[config.mk]
export PLATFORM = sky130hd
export DESIGN_NAME = wb_arbiter
export DESIGN_NICKNAME = d
export VERILOG_FILES = /design/src/rtl/wb_arbiter_pkg.sv /design/src/rtl/wb_arbiter_fifo.sv /design/src/rtl/wb_arbiter.sv
export SDC_FILE = /design/constraint.sdc
export NUM_CORES = 1
export LEC_CHECK = 0
export CAP_MARGIN = 0
export CORE_ASPECT_RATIO = 1.4
export CORE_MARGIN = 2
export CORE_UTILIZATION = 33
export DETAILED_ROUTE_END_ITERATION = 10
export PLACE_DENSITY = 0.58
export SYNTH_ARGS = -nofsm -noshare
export SYNTH_HDL_FRONTEND = slang
export SYNTH_SLANG_ARGS = --single-unit
[constraint.sdc]
create_clock -name clock -period 6.7 [get_ports clock]
set_clock_uncertainty 0.1 [all_clocks]
set_input_delay 1.005 -clock clock [delete_from_list [all_inputs] [get_ports clock]]
set_output_delay 1.005 -clock clock [all_outputs]
set_load 0.02 [all_outputs]
[src/rtl/wb_arbiter_pkg.sv]
// Shared widths, protected register indices and source encoding for the
// writeback arbiter and its FIFOs.
package wb_arbiter_pkg;

    localparam int DATA_W         = 64;
    localparam int ADDR_W         = 8;
    localparam int NUM_REGS       = 100;
    localparam int DEF_FIFO_DEPTH = 4;

    localparam logic [ADDR_W-1:0] REG_ZERO   = 8'd0;
    localparam logic [ADDR_W-1:0] REG_CONST  = 8'd1;
    localparam logic [ADDR_W:0]   NUM_REGS_C = (ADDR_W+1)'(NUM_REGS);

    typedef enum logic {
        SRC_ALU = 1'b0,
        SRC_MEM = 1'b1
    } src_e;

    // Writes to the hardwired registers or past the last implemented one are dropped.
    function automatic logic is_writable_rd(input logic [ADDR_W-1:0] rd);
        return (rd != REG_ZERO) && (rd != REG_CONST) && ({1'b0, rd} < NUM_REGS_C);
    endfunction

endpackage

[src/rtl/wb_arbiter_fifo.sv]
// Synchronous FIFO with registered full/empty flags and a first-word
// fall-through head; depth must be a power of two.
module wb_fifo #(
    parameter int WIDTH = 72,
    parameter int DEPTH = 4
) (
    input  logic                   clock,
    input  logic                   reset,
    input  logic                   push,
    input  logic [WIDTH-1:0]       push_data,
    input  logic                   pop,
    output logic [WIDTH-1:0]       head_data,
    output logic                   full,
    output logic                   empty,
    output logic [$clog2(DEPTH):0] count
);

    localparam int AW = $clog2(DEPTH);
    localparam int CW = AW + 1;
    localparam logic [AW-1:0] PTR_ONE = AW'(1);
    localparam logic [CW-1:0] CNT_ONE = CW'(1);
    localparam logic [CW-1:0] CNT_MAX = CW'(DEPTH);

    logic [WIDTH-1:0] mem_r [DEPTH];
    logic [AW-1:0]    wr_ptr_r;
    logic [AW-1:0]    rd_ptr_r;
    logic [CW-1:0]    count_r;
    logic [CW-1:0]    count_nxt_s;
    logic             full_r;
    logic             empty_r;
    logic             push_ok_s;
    logic             pop_ok_s;

    assign push_ok_s = push && !full_r;
    assign pop_ok_s  = pop && !empty_r;
    assign head_data = mem_r[rd_ptr_r];
    assign full      = full_r;
    assign empty     = empty_r;
    assign count     = count_r;

    // Occupancy after this edge, used to register the flags.
    always_comb begin
        count_nxt_s = count_r;
        case ({push_ok_s, pop_ok_s})
            2'b10:   count_nxt_s = count_r + CNT_ONE;
            2'b01:   count_nxt_s = count_r - CNT_ONE;
            default: count_nxt_s = count_r;
        endcase
    end

    // Pointers, occupancy and flags.
    always_ff @(posedge clock or negedge reset) begin
        if (!reset) begin
            wr_ptr_r <= {AW{1'b0}};
            rd_ptr_r <= {AW{1'b0}};
            count_r  <= {CW{1'b0}};
            full_r   <= 1'b0;
            empty_r  <= 1'b1;
        end else begin
            if (push_ok_s) begin
                wr_ptr_r <= wr_ptr_r + PTR_ONE;
            end
            if (pop_ok_s) begin
                rd_ptr_r <= rd_ptr_r + PTR_ONE;
            end
            count_r <= count_nxt_s;
            full_r  <= (count_nxt_s == CNT_MAX);
            empty_r <= (count_nxt_s == {CW{1'b0}});
        end
    end

    // Storage array; contents are don't-care until written.
    always_ff @(posedge clock) begin
        if (push_ok_s) begin
            mem_r[wr_ptr_r] <= push_data;
        end
    end

endmodule

[src/rtl/wb_arbiter.sv]
// Writeback arbiter: buffers ALU and load results, picks one per cycle with
// round-robin on ties, and filters writes to protected or absent registers.
module wb_arbiter
    import wb_arbiter_pkg::*;
#(
    parameter int FIFO_DEPTH = DEF_FIFO_DEPTH
) (
    input  logic              clock,
    input  logic              reset,
    input  logic              alu_valid,
    output logic              alu_ready,
    input  logic [ADDR_W-1:0] alu_rd,
    input  logic [DATA_W-1:0] alu_data,
    input  logic              mem_valid,
    output logic              mem_ready,
    input  logic [ADDR_W-1:0] mem_rd,
    input  logic [DATA_W-1:0] mem_data,
    output logic              reg_write_cmd,
    output logic [ADDR_W-1:0] reg_write,
    output logic [DATA_W-1:0] reg_write_data,
    output logic [15:0]       drop_count,
    output logic              idle
);

    localparam int EW = ADDR_W + DATA_W;
    localparam int CW = $clog2(FIFO_DEPTH) + 1;

    logic              alu_push_s;
    logic              mem_push_s;
    logic              alu_pop_s;
    logic              mem_pop_s;
    logic [EW-1:0]     alu_head_s;
    logic [EW-1:0]     mem_head_s;
    logic [EW-1:0]     sel_head_s;
    logic              alu_full_s;
    logic              mem_full_s;
    logic              alu_empty_s;
    logic              mem_empty_s;
    logic [CW-1:0]     alu_count_s;
    logic [CW-1:0]     mem_count_s;
    logic              pop_s;
    logic              tie_s;
    logic              writable_s;
    src_e              grant_s;
    src_e              last_grant_r;
    logic              cmd_r;
    logic [ADDR_W-1:0] rd_r;
    logic [DATA_W-1:0] data_r;
    logic [15:0]       drop_r;

    assign alu_ready  = !alu_full_s;
    assign mem_ready  = !mem_full_s;
    assign alu_push_s = alu_valid && !alu_full_s;
    assign mem_push_s = mem_valid && !mem_full_s;

    wb_fifo #(.WIDTH(EW), .DEPTH(FIFO_DEPTH)) u_alu_fifo (
        .clock     (clock),
        .reset     (reset),
        .push      (alu_push_s),
        .push_data ({alu_rd, alu_data}),
        .pop       (alu_pop_s),
        .head_data (alu_head_s),
        .full      (alu_full_s),
        .empty     (alu_empty_s),
        .count     (alu_count_s)
    );

    wb_fifo #(.WIDTH(EW), .DEPTH(FIFO_DEPTH)) u_mem_fifo (
        .clock     (clock),
        .reset     (reset),
        .push      (mem_push_s),
        .push_data ({mem_rd, mem_data}),
        .pop       (mem_pop_s),
        .head_data (mem_head_s),
        .full      (mem_full_s),
        .empty     (mem_empty_s),
        .count     (mem_count_s)
    );

    // Grant selection; only a tie consults the round-robin pointer.
    always_comb begin
        pop_s   = 1'b0;
        tie_s   = 1'b0;
        grant_s = SRC_ALU;
        case ({!alu_empty_s, !mem_empty_s})
            2'b10: begin
                pop_s   = 1'b1;
                grant_s = SRC_ALU;
            end
            2'b01: begin
                pop_s   = 1'b1;
                grant_s = SRC_MEM;
            end
            2'b11: begin
                pop_s   = 1'b1;
                tie_s   = 1'b1;
                grant_s = (last_grant_r == SRC_ALU) ? SRC_MEM : SRC_ALU;
            end
            default: begin
                pop_s   = 1'b0;
                tie_s   = 1'b0;
                grant_s = SRC_ALU;
            end
        endcase
    end

    assign alu_pop_s = pop_s && (grant_s == SRC_ALU);
    assign mem_pop_s = pop_s && (grant_s == SRC_MEM);

    // Head of the granted FIFO.
    always_comb begin
        sel_head_s = alu_head_s;
        case (grant_s)
            SRC_ALU: sel_head_s = alu_head_s;
            SRC_MEM: sel_head_s = mem_head_s;
            default: sel_head_s = alu_head_s;
        endcase
    end

    assign writable_s = is_writable_rd(sel_head_s[EW-1:DATA_W]);

    // Round-robin pointer, updated only when both sources competed.
    always_ff @(posedge clock or negedge reset) begin
        if (!reset) begin
            last_grant_r <= SRC_ALU;
        end else if (tie_s) begin
            last_grant_r <= grant_s;
        end else begin
            last_grant_r <= last_grant_r;
        end
    end

    // Register-file port: index/data hold between pops, strobe is one cycle.
    always_ff @(posedge clock or negedge reset) begin
        if (!reset) begin
            cmd_r  <= 1'b0;
            rd_r   <= {ADDR_W{1'b0}};
            data_r <= {DATA_W{1'b0}};
        end else if (pop_s) begin
            cmd_r  <= writable_s;
            rd_r   <= sel_head_s[EW-1:DATA_W];
            data_r <= sel_head_s[DATA_W-1:0];
        end else begin
            cmd_r  <= 1'b0;
        end
    end

    // Saturating count of filtered writes.
    always_ff @(posedge clock or negedge reset) begin
        if (!reset) begin
            drop_r <= 16'd0;
        end else if (pop_s && !writable_s && (drop_r != 16'hFFFF)) begin
            drop_r <= drop_r + 16'd1;
        end else begin
            drop_r <= drop_r;
        end
    end

    assign reg_write_cmd  = cmd_r;
    assign reg_write      = rd_r;
    assign reg_write_data = data_r;
    assign drop_count     = drop_r;
    assign idle           = (alu_count_s == {CW{1'b0}}) && (mem_count_s == {CW{1'b0}}) && !cmd_r;

endmodule

==> results.sh <==
export IMPL_cts_root_buf="clkbuf_16"
export IMPL_max_freq_mhz=264
export IMPL_finalCritPeriodShare_pct=56.6
export IMPL_finalWorstPathRequiredPeriod_ps=3790
export IMPL_syn_nets=1412
export IMPL_rows=121
export IMPL_num_fill_cells=6840
export IMPL_end_kind="register"
export IMPL_cts_resized=0
export IMPL_drt_wl_total_mm=62.2
export IMPL_vias_per_cell=4.74
export IMPL_vias=12421
export IMPL_peakVddDrop_uv=197
export IMPL_firstDrtPassIters=4
export IMPL_synth_async_reset_ratio_pct=15.8
export IMPL_globalRouteOverflowTotal=0
export IMPL_grt_pass1_vias=13434
export IMPL_syn_avg_cell_area_um2=20.7
export IMPL_ys_flop_type="edfxtp_1"
export IMPL_ant_nets=0
export IMPL_synth_edf_count=576
export IMPL_ctsHoldBuffers=0
export IMPL_yosys_warnings=0
export IMPL_syn_to_final_growth_pct=22.6
export IMPL_nNetsFinal=1678
export IMPL_clk_insertion_delay_late_ps=610
export IMPL_cts_max_level=3
export IMPL_crit_start="u_alu_fifo.rd_ptr_r[0]"
export IMPL_worstPathArrival_ps=4180
export IMPL_rr_startpoint="u_alu_fifo.rd_ptr_r[0]"
export IMPL_path_max_fanout=40
export IMPL_antenna_found_initial=15
export IMPL_p_per_area_nw_per_um2=450
export IMPL_syn_instance_count=1251
export IMPL_port_buffers=239
export IMPL_netlist_top_cells_count="edfxtp_1 (576), mux4_2 (144), dfrtp_1 (106)"
export IMPL_startpoint_type="register"
export IMPL_route_detailed_drc=0
export IMPL_p_leak_nw=10.6
export IMPL_synth_seq_cells=684
export IMPL_crit_type="reg2reg"
export IMPL_netlist_area_um2=25900
export IMPL_synthTopCellsByArea="edfxtp_1 (67%), mux4_2 (13%), dfrtp_1 (10%)"
export IMPL_final_cells=2622
export IMPL_drive_above_1_share_pct=19.0
export IMPL_grt_pass1_wl_mm=91.0
export IMPL_drt_iter0_drc=781
export IMPL_coreArea_um2=77700
export IMPL_die_w_um=241
export IMPL_die_height_um=335
export IMPL_finalSetupViolCount=0
export IMPL_maxSlewHeadroom_pct=32.3
export IMPL_dp_cells=2493
export IMPL_synth_top_area_share_pct=66.9
export IMPL_dieArea_um2=80600
export IMPL_post_cts_buffers=0
export IMPL_start_util_pct=33.3
export IMPL_yosysTopAreaCell="edfxtp_1"
export IMPL_hpwl_mm=41.0
export IMPL_required_ps=7090
export IMPL_rsz0062_at_grt="false"
export IMPL_status="finished clean"
export IMPL_place_gp_congestion=0.741
export IMPL_clock_sinks=684
export IMPL_cts_tree="done"
export IMPL_ioPinCount=240
export IMPL_ys_seq_area_share_pct=77.4
export IMPL_max_slew_worst_pin_slew_ps=1020
export IMPL_grt_max_degree=81
export IMPL_clk_pin_slew_ps=60
export IMPL_finalHoldViolCount=0
export IMPL_yosysMostFrequentCell="edfxtp_1"
export IMPL_fin_hold_ws_ps=269
export IMPL_clock_path_buffers=3
export IMPL_tns_ps=0
export IMPL_wire_per_inst_um=23.7
export IMPL_grtUsageTotal_pct=15.7
export IMPL_synth_distinct_cells=40
export IMPL_maxCapViolCount=0
export IMPL_hold_path_class="in2async"
export IMPL_cts_made_buffers=67
export IMPL_slew_violations=0
==> power breakdown <==
group | switching (mW) | internal [mW]
Sequential | 0.499 | 5.68
Combinational | 2.36 | 1.97
Clock | 1.61 | 2.14
Total | 4.48 | 9.78
==> cells in the final DEF (no fill, tap or decap), types with 3 or more instances in the layout <==
| master | synthesis | final |
|---|---|---|
| inv_6 | 0 | 7 |
| nor3_1 | 5 | 5 |
| clkinvlp_4 | 0 | 3 |
| bufinv_16 | 0 | 5 |
| clkdlybuf4s50_1 | 0 | 238 |
| xnor2_1 | 10 | 10 |
| nand2_1 | 86 | 86 |
| nor2b_1 | 4 | 4 |
| clkbuf_16 | 0 | 69 |
| ha_1 | 11 | 11 |
| inv_1 | 18 | 18 |
| nor2_1 | 20 | 19 |
| dfrtp_4 | 0 | 4 |
| clkinv_2 | 0 | 15 |
| and2_4 | 0 | 8 |
| xor2_1 | 16 | 16 |
| diode_2 | 0 | 6 |
| a31oi_1 | 3 | 3 |
| clkbuf_8 | 0 | 3 |
| nor3_2 | 3 | 3 |
| clkbuf_1 | 40 | 8 |
| clkinv_1 | 0 | 8 |
| o21ai_0 | 73 | 73 |
| buf_4 | 2 | 18 |
| nand4_1 | 3 | 3 |
| nand3_1 | 4 | 4 |
| mux2i_1 | 72 | 72 |
| dfrtp_1 | 106 | 102 |
| mux4_2 | 144 | 144 |
| clkinv_4 | 0 | 3 |
| edfxtp_1 | 576 | 576 |
==> cell families (layout without fill, tap and decap cells) <==
group	count (synthesis)	after routing	share of synthesized area, %
xor gates and xnor gates	26	26	0.881
and+or+nand+nor	146	146	2.56
buffers and inverters	78	398	1.22
adders and majority gates	13	13	0.687
other	0	6	0
DFF	684	684	77.4
AOI/OAI and AO/OA	83	83	1.71
muxes	221	221	15.6
==> stage by stage <==
| step | power [mW] | worst slack, ps | cell area, um2 | utilization (%) |
|---|---|---|---|---|
| 3_3_place_gp | 10.7 | 2780 | 29500 | 38.0 |
| 3_5_place_dp | 10.7 | 2770 | 29500 | 38.0 |
| 6_report | 14.3 | 2910 | 31700 | 40.8 |
| 2_1_floorplan | 8.92 | 3100 | 25900 | - |
| 4_1_cts | 14.5 | 2770 | 31700 | 40.8 |
| 5_1_grt | 15.0 | 2570 | 31700 | 40.8 |
==> final cells by class <==
| cell class | instances | area (um2) | share of cell area (%) |
|---|---|---|---|
| multi-input cells | 489 | 5580 | 17.6 |
| diodes | 6 | 15.0 | 0.0473 |
| repair buffers | 257 | 2530 | 7.97 |
| flip-flops and latches | 684 | 20000 | 63.1 |
| clock inverters | 43 | 398 | 1.25 |
| well taps | 1045 | 1310 | 4.12 |
| inverters | 18 | 67.6 | 0.213 |
| clock buffers | 80 | 1800 | 5.67 |
==> registers in the layout, summed over array words and instances (netlist names), 2 cells and up <==
signal	flops
u_mem_fifo.rd_ptr_r	2
u_alu_fifo.rd_ptr_r	2
u_mem_fifo.count	3
u_mem_fifo.mem_r	288
u_alu_fifo.mem_r	288
reg_write	8
reg_write_data	64
u_alu_fifo.wr_ptr_r	2
u_alu_fifo.count	3
u_mem_fifo.wr_ptr_r	2
drop_count	16
==> critical path: stages, from the launching register on <==
cell,delay (ps)
dfrtp_4,910
buf_4,790
mux4_2,590
mux2_2,330
o21ai_2,510
mux2_1,370
==> worst paths after layout <==
kind,endpoint,slack (ps),cells past startpoint
worst max-delay path,drop_count[1],2910,5
worst min-delay path,reg_write_data[29],270,1
worst max register to register,drop_count[1],2910,5
worst min register to register,reg_write_data[38],380,2
max in group asynchronous,drop_count[4],4860,2
min in group clock,reg_write_data[38],380,2
==> routing by layer <==
metal | global-route usage, % | up-vias | routed length (um)
li1 | - | 5523 | -
met1 | 19.1 | 6479 | 24900
met2 | 26.9 | 319 | 32300
met3 | 3.17 | 88 | 3040
met4 | 6.71 | 12 | 1890
met5 | 0 | - | 74
Power figures use the tool's default switching activity.
